===== config.mk =====
export PLATFORM = sky130hd
export DESIGN_NAME = mem_word_fetch
export DESIGN_NICKNAME = d
export VERILOG_FILES = /design/src/rtl/mem_word_fetch.sv
export SDC_FILE = /design/constraint.sdc
export NUM_CORES = 1
export LEC_CHECK = 0
export ABC_AREA = 1
export BUFFER_PORTS_ARGS = -buffer_cell sky130_fd_sc_hd__buf_2
export CORE_MARGIN = 5
export CORE_UTILIZATION = 40
export CTS_CLUSTER_SIZE = 16
export DETAILED_ROUTE_END_ITERATION = 10
export GPL_ROUTABILITY_DRIVEN = 0
export REMOVE_ABC_BUFFERS = 1
export SLEW_MARGIN = 40
export SYNTH_ARGS = -nofsm -noshare
export SYNTH_HDL_FRONTEND = slang
export SYNTH_SLANG_ARGS = --single-unit
export TNS_END_PERCENT = 1

===== constraint.sdc =====
create_clock -name Clock -period 4 [get_ports Clock]
set_input_delay 0 -clock Clock [delete_from_list [all_inputs] [get_ports Clock]]
set_output_delay 0 -clock Clock [all_outputs]
set_load 0.1 [all_outputs]

===== src/rtl/mem_word_fetch.sv =====
// Byte-serial memory fetch: reads 1, 2 or 4 consecutive bytes big-endian and
// assembles them into a 32-bit word with optional sign extension.
module mem_word_fetch #(
  parameter int ADDR_W = 32
) (
  input  logic              Clock,
  input  logic              Reset,
  input  logic              Start,
  input  logic [ADDR_W-1:0] Addr,
  input  logic [1:0]        Size,
  input  logic              SignExt,
  input  logic [7:0]        MemData,
  output logic [ADDR_W-1:0] MemAddr,
  output logic              MemRead,
  output logic [31:0]       Word,
  output logic              Busy,
  output logic              Done,
  output logic              Err
);

  localparam logic [1:0] S_IDLE  = 2'd0;
  localparam logic [1:0] S_ISSUE = 2'd1;
  localparam logic [1:0] S_CAPT  = 2'd2;
  localparam logic [1:0] S_FIN   = 2'd3;

  localparam logic [1:0] SZ_RSVD = 2'b11;

  logic [1:0]        r_state;
  logic [ADDR_W-1:0] r_addr;
  logic [1:0]        r_size;
  logic              r_sext;
  logic [1:0]        r_idx;
  logic [31:0]       r_word;
  logic [ADDR_W-1:0] r_memaddr;
  logic              r_memread;
  logic              r_busy;
  logic              r_done;
  logic              r_err;

  logic [1:0]        w_state_nxt;
  logic [1:0]        w_idx_nxt;
  logic              w_accept;
  logic              w_reject;
  logic              w_last;
  logic [31:0]       w_shifted;

  // Index of the final byte for a given size code.
  function automatic logic [1:0] f_last_idx(input logic [1:0] size);
    case (size)
      2'b00:   f_last_idx = 2'd0;
      2'b01:   f_last_idx = 2'd1;
      2'b10:   f_last_idx = 2'd3;
      default: f_last_idx = 2'd0;
    endcase
  endfunction

  // Sign- or zero-extend a 1/2-byte result; 4-byte results pass through.
  function automatic logic [31:0] f_extend(input logic [31:0] word,
                                           input logic [1:0]  size,
                                           input logic        sext);
    case (size)
      2'b00:   f_extend = {{24{sext & word[7]}}, word[7:0]};
      2'b01:   f_extend = {{16{sext & word[15]}}, word[15:0]};
      default: f_extend = word;
    endcase
  endfunction

  assign w_last    = (r_idx == f_last_idx(r_size));
  assign w_shifted = {r_word[23:0], MemData};

  // Next-state, start decode and byte-index update.
  always_comb begin
    w_state_nxt = r_state;
    w_idx_nxt   = r_idx;
    w_accept    = 1'b0;
    w_reject    = 1'b0;
    case (r_state)
      S_IDLE: begin
        if (Start) begin
          if (Size == SZ_RSVD) begin
            w_reject = 1'b1;
          end else begin
            w_accept    = 1'b1;
            w_idx_nxt   = 2'd0;
            w_state_nxt = S_ISSUE;
          end
        end else begin
          w_state_nxt = S_IDLE;
        end
      end
      S_ISSUE: begin
        w_state_nxt = S_CAPT;
      end
      S_CAPT: begin
        if (w_last) begin
          w_state_nxt = S_FIN;
        end else begin
          w_idx_nxt   = r_idx + 2'd1;
          w_state_nxt = S_ISSUE;
        end
      end
      S_FIN: begin
        w_state_nxt = S_IDLE;
      end
      default: begin
        w_state_nxt = S_IDLE;
      end
    endcase
  end

  // State register and status strobes derived from the next state.
  always_ff @(posedge Clock or posedge Reset) begin
    if (Reset) begin
      r_state   <= S_IDLE;
      r_idx     <= 2'd0;
      r_busy    <= 1'b0;
      r_done    <= 1'b0;
      r_err     <= 1'b0;
      r_memread <= 1'b0;
    end else begin
      r_state   <= w_state_nxt;
      r_idx     <= w_idx_nxt;
      r_busy    <= (w_state_nxt != S_IDLE);
      r_done    <= (w_state_nxt == S_FIN);
      r_err     <= w_reject;
      r_memread <= (w_state_nxt == S_ISSUE);
    end
  end

  // Request latch; only an accepted start may change the captured request.
  always_ff @(posedge Clock or posedge Reset) begin
    if (Reset) begin
      r_addr <= '0;
      r_size <= 2'b00;
      r_sext <= 1'b0;
    end else if (w_accept) begin
      r_addr <= Addr;
      r_size <= Size;
      r_sext <= SignExt;
    end else begin
      r_addr <= r_addr;
      r_size <= r_size;
      r_sext <= r_sext;
    end
  end

  // Memory address: loaded on each entry to ISSUE, held otherwise; wraps naturally.
  always_ff @(posedge Clock or posedge Reset) begin
    if (Reset) begin
      r_memaddr <= '0;
    end else if (w_state_nxt == S_ISSUE) begin
      r_memaddr <= w_accept ? Addr : (r_addr + ADDR_W'(w_idx_nxt));
    end else begin
      r_memaddr <= r_memaddr;
    end
  end

  // Word assembly: cleared on accept, shifted in per captured byte, extended on the last.
  always_ff @(posedge Clock or posedge Reset) begin
    if (Reset) begin
      r_word <= 32'd0;
    end else if (w_accept) begin
      r_word <= 32'd0;
    end else if (r_state == S_CAPT) begin
      r_word <= w_last ? f_extend(w_shifted, r_size, r_sext) : w_shifted;
    end else begin
      r_word <= r_word;
    end
  end

  assign MemAddr = r_memaddr;
  assign MemRead = r_memread;
  assign Word    = r_word;
  assign Busy    = r_busy;
  assign Done    = r_done;
  assign Err     = r_err;

endmodule


==> results.md <==
* Share of post-route cells with drive strength above 1 at 17.3%
* Register-to-Register Setup Slack at 1.09 ns
* Data arrival time at the worst-slack endpoint at 3.16 ns
* Post-route setup TNS at 0 ns
* Top fanout value on the critical path at 35
* Buffers added on ports at 113
* Antenna violations before repair at 0
* Initial DRC Count at 384
* Synth warnings at 0
* Post-layout net count at 972
* Number of sinks handled by clock tree synthesis at 107
* Hold EP: r_addr[31]$_DFFE_PP0P_
* Final critical path time including I/O delays and setup at 2.91 ns
* Via count of the first global-routing pass at 5133
* Gate count after technology mapping at 782
* Required time at the worst-slack endpoint at 4.25 ns
* Via-to-Cell Ratio at 4.81
* Core area at 13900 um2
* Peak clock frequency supported by timing at 344 MHz
* Clock latency on the worst-skew pair at 0.36 ns
* Cells resized by post-CTS repair at 0
* Antenna violation net count after detailed routing at 0
* Slew at the pin closest to its max-slew limit at 0.766 ns
* First-pass GRT wire length at 25.0 mm
* Clock tree from TritonCTS: done
* Critical path launch point: r_state[0]$_DFF_PP0_
* Setup crit start kind: register
* Yosys reg bits at 107
* Setup-failing EPs final at 0
* Dominant cell type by area after synthesis: sky130_fd_sc_hd__dfrtp_1
* Placed wire-length estimate at 10.4 mm
* HP Start: Addr[31]
* Area fraction of the dominant cell type after synthesis at 46.8%
* Count of vias placed by the detailed router at 5316
* Most used flip-flop cell after synthesis: sky130_fd_sc_hd__dfrtp_1
* Clock-pin slew reported for the worst setup and hold paths after clock tree synthesis at 0.08 ns
* Number of diodes added for antenna fixing at 0
* Path type of the worst setup path: register to register
* Worst hold path type: input pin to register
* Final critical-path share of the clock period at 72.7%
* Number of CTS-inserted buffers at 9
* Setup crit end kind: register
* GRT Resource Usage Total at 18.7%
* Horiz. Die Dim at 130 um
* Max-capacitance violation count at 0
* Leading post-synthesis cells by cell area: sky130_fd_sc_hd__dfrtp_1, sky130_fd_sc_hd__nand2_1, sky130_fd_sc_hd__inv_1, sky130_fd_sc_hd__nor2_1, sky130_fd_sc_hd__nand3_1
* Final hold viol count at 0
* Maximum count of clock buffers along a single path at 2
* Portion of the post-synthesis area used by sequential elements at 46.8%
* Height of the die at 130 um
* Clock tree root driver cell: sky130_fd_sc_hd__clkbuf_16
* Final worst clock skew at 0.00661 ns
* Pin count of the biggest net entering global routing at 81
* Worst Hold Path Cells at 4
* Final WL at 15.1 mm
* Area grow syn2layout at 24.3%
* Syn_area_per_cell at 7.32 um2
* Minimum hold slack at 0.00157 ns
* First-pass DRT Iterations at 5
* Leftover overflow at the end of global routing at 0
* Worst flop-to-flop path startpoint: r_state[0]$_DFF_PP0_
* Summed instance area of the synthesized netlist at 5730 um2
* Number of rows created at floorplan at 43
* Unrepaired setup endpoints after global routing: false
* Worst slew margin relative to its limit at 48.8%
* Async S/R FF share, synth at 100%
* R2R Path End: MemAddr[20]$_DFFE_PP0P_
* Number of unique standard cell types used by synthesis at 37
* Avg WL per Cell at 13.6 um
* H-tree depth reported by CTS at 3
* Max Transition Viols Final at 0
* Number of synthesized flops with an enable pin at 0
* Number of DRC violations after detailed routing at 0
* Die footprint at 16800 um2
* I/O pin cnt at 114
* Outcome: complete, no violations
* Worst reg2reg path depth at 13
* Starting Density at 41.1%
-- through the flow --
step	setup WS [ns]	instances	util, %	cell area (um2)
finish	1.09	1105	51.1	7120
global route	0.826	1105	51.1	7120
CTS	1.05	1105	51.1	7120
detailed placement	1.07	1051	45.9	6400
global placement	1.12	1051	45.9	6390
floorplan	1.03	755	-	5560
-- worst max path at each step --
| stage | end | slack [ns] | depth (start not counted) |
|---|---|---|---|
| after floorplan | MemAddr[20]$_DFFE_PP0P_ | 1.03 | 13 |
| after global placement | MemAddr[20]$_DFFE_PP0P_ | 1.12 | 13 |
| after detailed placement | MemAddr[20]$_DFFE_PP0P_ | 1.07 | 13 |
| after CTS | MemAddr[20]$_DFFE_PP0P_ | 1.05 | 13 |
| after global routing | MemAddr[30]$_DFFE_PP0P_ | 0.83 | 14 |
| final | MemAddr[20]$_DFFE_PP0P_ | 1.09 | 13 |
-- sequential cells by signal (all words and copies together) (netlist names) --
register	count
MemAddr	32
Word	32
r_addr	32
r_idx	2
r_size	2
r_state	2
Busy	1
Done	1
Err	1
MemRead	1
r_sext	1
-- worst max-delay path, stage by stage, from the launching register on --
cell and delay (ns):
sky130_fd_sc_hd__dfrtp_1 0.47, sky130_fd_sc_hd__nor2_8 0.43, sky130_fd_sc_hd__inv_2 0.10, sky130_fd_sc_hd__nand2_4 0.22, sky130_fd_sc_hd__o22ai_1 0.14, sky130_fd_sc_hd__ha_1 0.23
sky130_fd_sc_hd__fa_1 0.39, sky130_fd_sc_hd__nand2_1 0.14, sky130_fd_sc_hd__nor2_2 0.08, sky130_fd_sc_hd__nand3_1 0.17, sky130_fd_sc_hd__nor2_2 0.11, sky130_fd_sc_hd__nand2_1 0.07
sky130_fd_sc_hd__nand2_1 0.05, sky130_fd_sc_hd__o21a_1 0.20
-- cells by family (layout without fill, tap and decap cells) --
kind of cell | count (synthesis) | count (layout) | share of synthesized area (%)
DFF | 107 | 107 | 46.8
AOI/OAI and AO/OA | 86 | 86 | 8.65
buffers and inverters | 130 | 273 | 9.68
adders and majority gates | 6 | 6 | 1.44
and+or+nand+nor | 453 | 453 | 33.5
-- cell usage in the layout, fill, tap and decap left out, drive strengths merged, types with 5 or more instances in the layout --
cell type    count
nand2          265
buf            116
dfrtp          107
nor2           106
inv            103
o21ai           59
nand3           53
dlygate4sd3     38
or2             16
clkbuf          11
o21a             9
a22o             7
nand4            7
ha               5
-- what timing repair did --
item | 4_1_cts | 5_1_grt
hold endpoints to repair | 129 | 0
setup buffers | 0 | 0
hold buffers | 38 | 0
endpoints found under the setup margin | 0 | 0
-- routing by layer --
layer	track usage (%)	routed length, um
met1	25.7	7170
met2	29.8	6820
met3	3.17	825
met4	6.54	248
met5	0	0
-- layout make-up --
cell class                      instances  area [um2]
Tap cell                              180         225
Clock buffer                           11         253
Multi-Input combinational cell        545        2500
Fill cell                            1411        6820
Clock inverter                          5        85.1
Inverter                              103         397
Sequential cell                       107        2680
Timing Repair Buffer                  154         981
-- synth_stat cells, types with 5 or more instances --
| library cell | number |
|---|---|
| sky130_fd_sc_hd__or2_1 | 6 |
| sky130_fd_sc_hd__nor2_2 | 5 |
| sky130_fd_sc_hd__o21ai_0 | 50 |
| sky130_fd_sc_hd__o21a_1 | 9 |
| sky130_fd_sc_hd__nand4_1 | 7 |
| sky130_fd_sc_hd__ha_1 | 5 |
| sky130_fd_sc_hd__nor2_1 | 98 |
| sky130_fd_sc_hd__or2_2 | 9 |
| sky130_fd_sc_hd__buf_4 | 5 |
| sky130_fd_sc_hd__nand3_1 | 50 |
| sky130_fd_sc_hd__a22o_1 | 7 |
| sky130_fd_sc_hd__o21ai_1 | 9 |
| sky130_fd_sc_hd__dfrtp_1 | 107 |
| sky130_fd_sc_hd__inv_1 | 99 |
| sky130_fd_sc_hd__nand2_1 | 262 |
| sky130_fd_sc_hd__buf_2 | 11 |
Power is left out: the tool's default activity adds up to more than one toggle a clock period on the data nets, which glitch-free logic cannot reach.
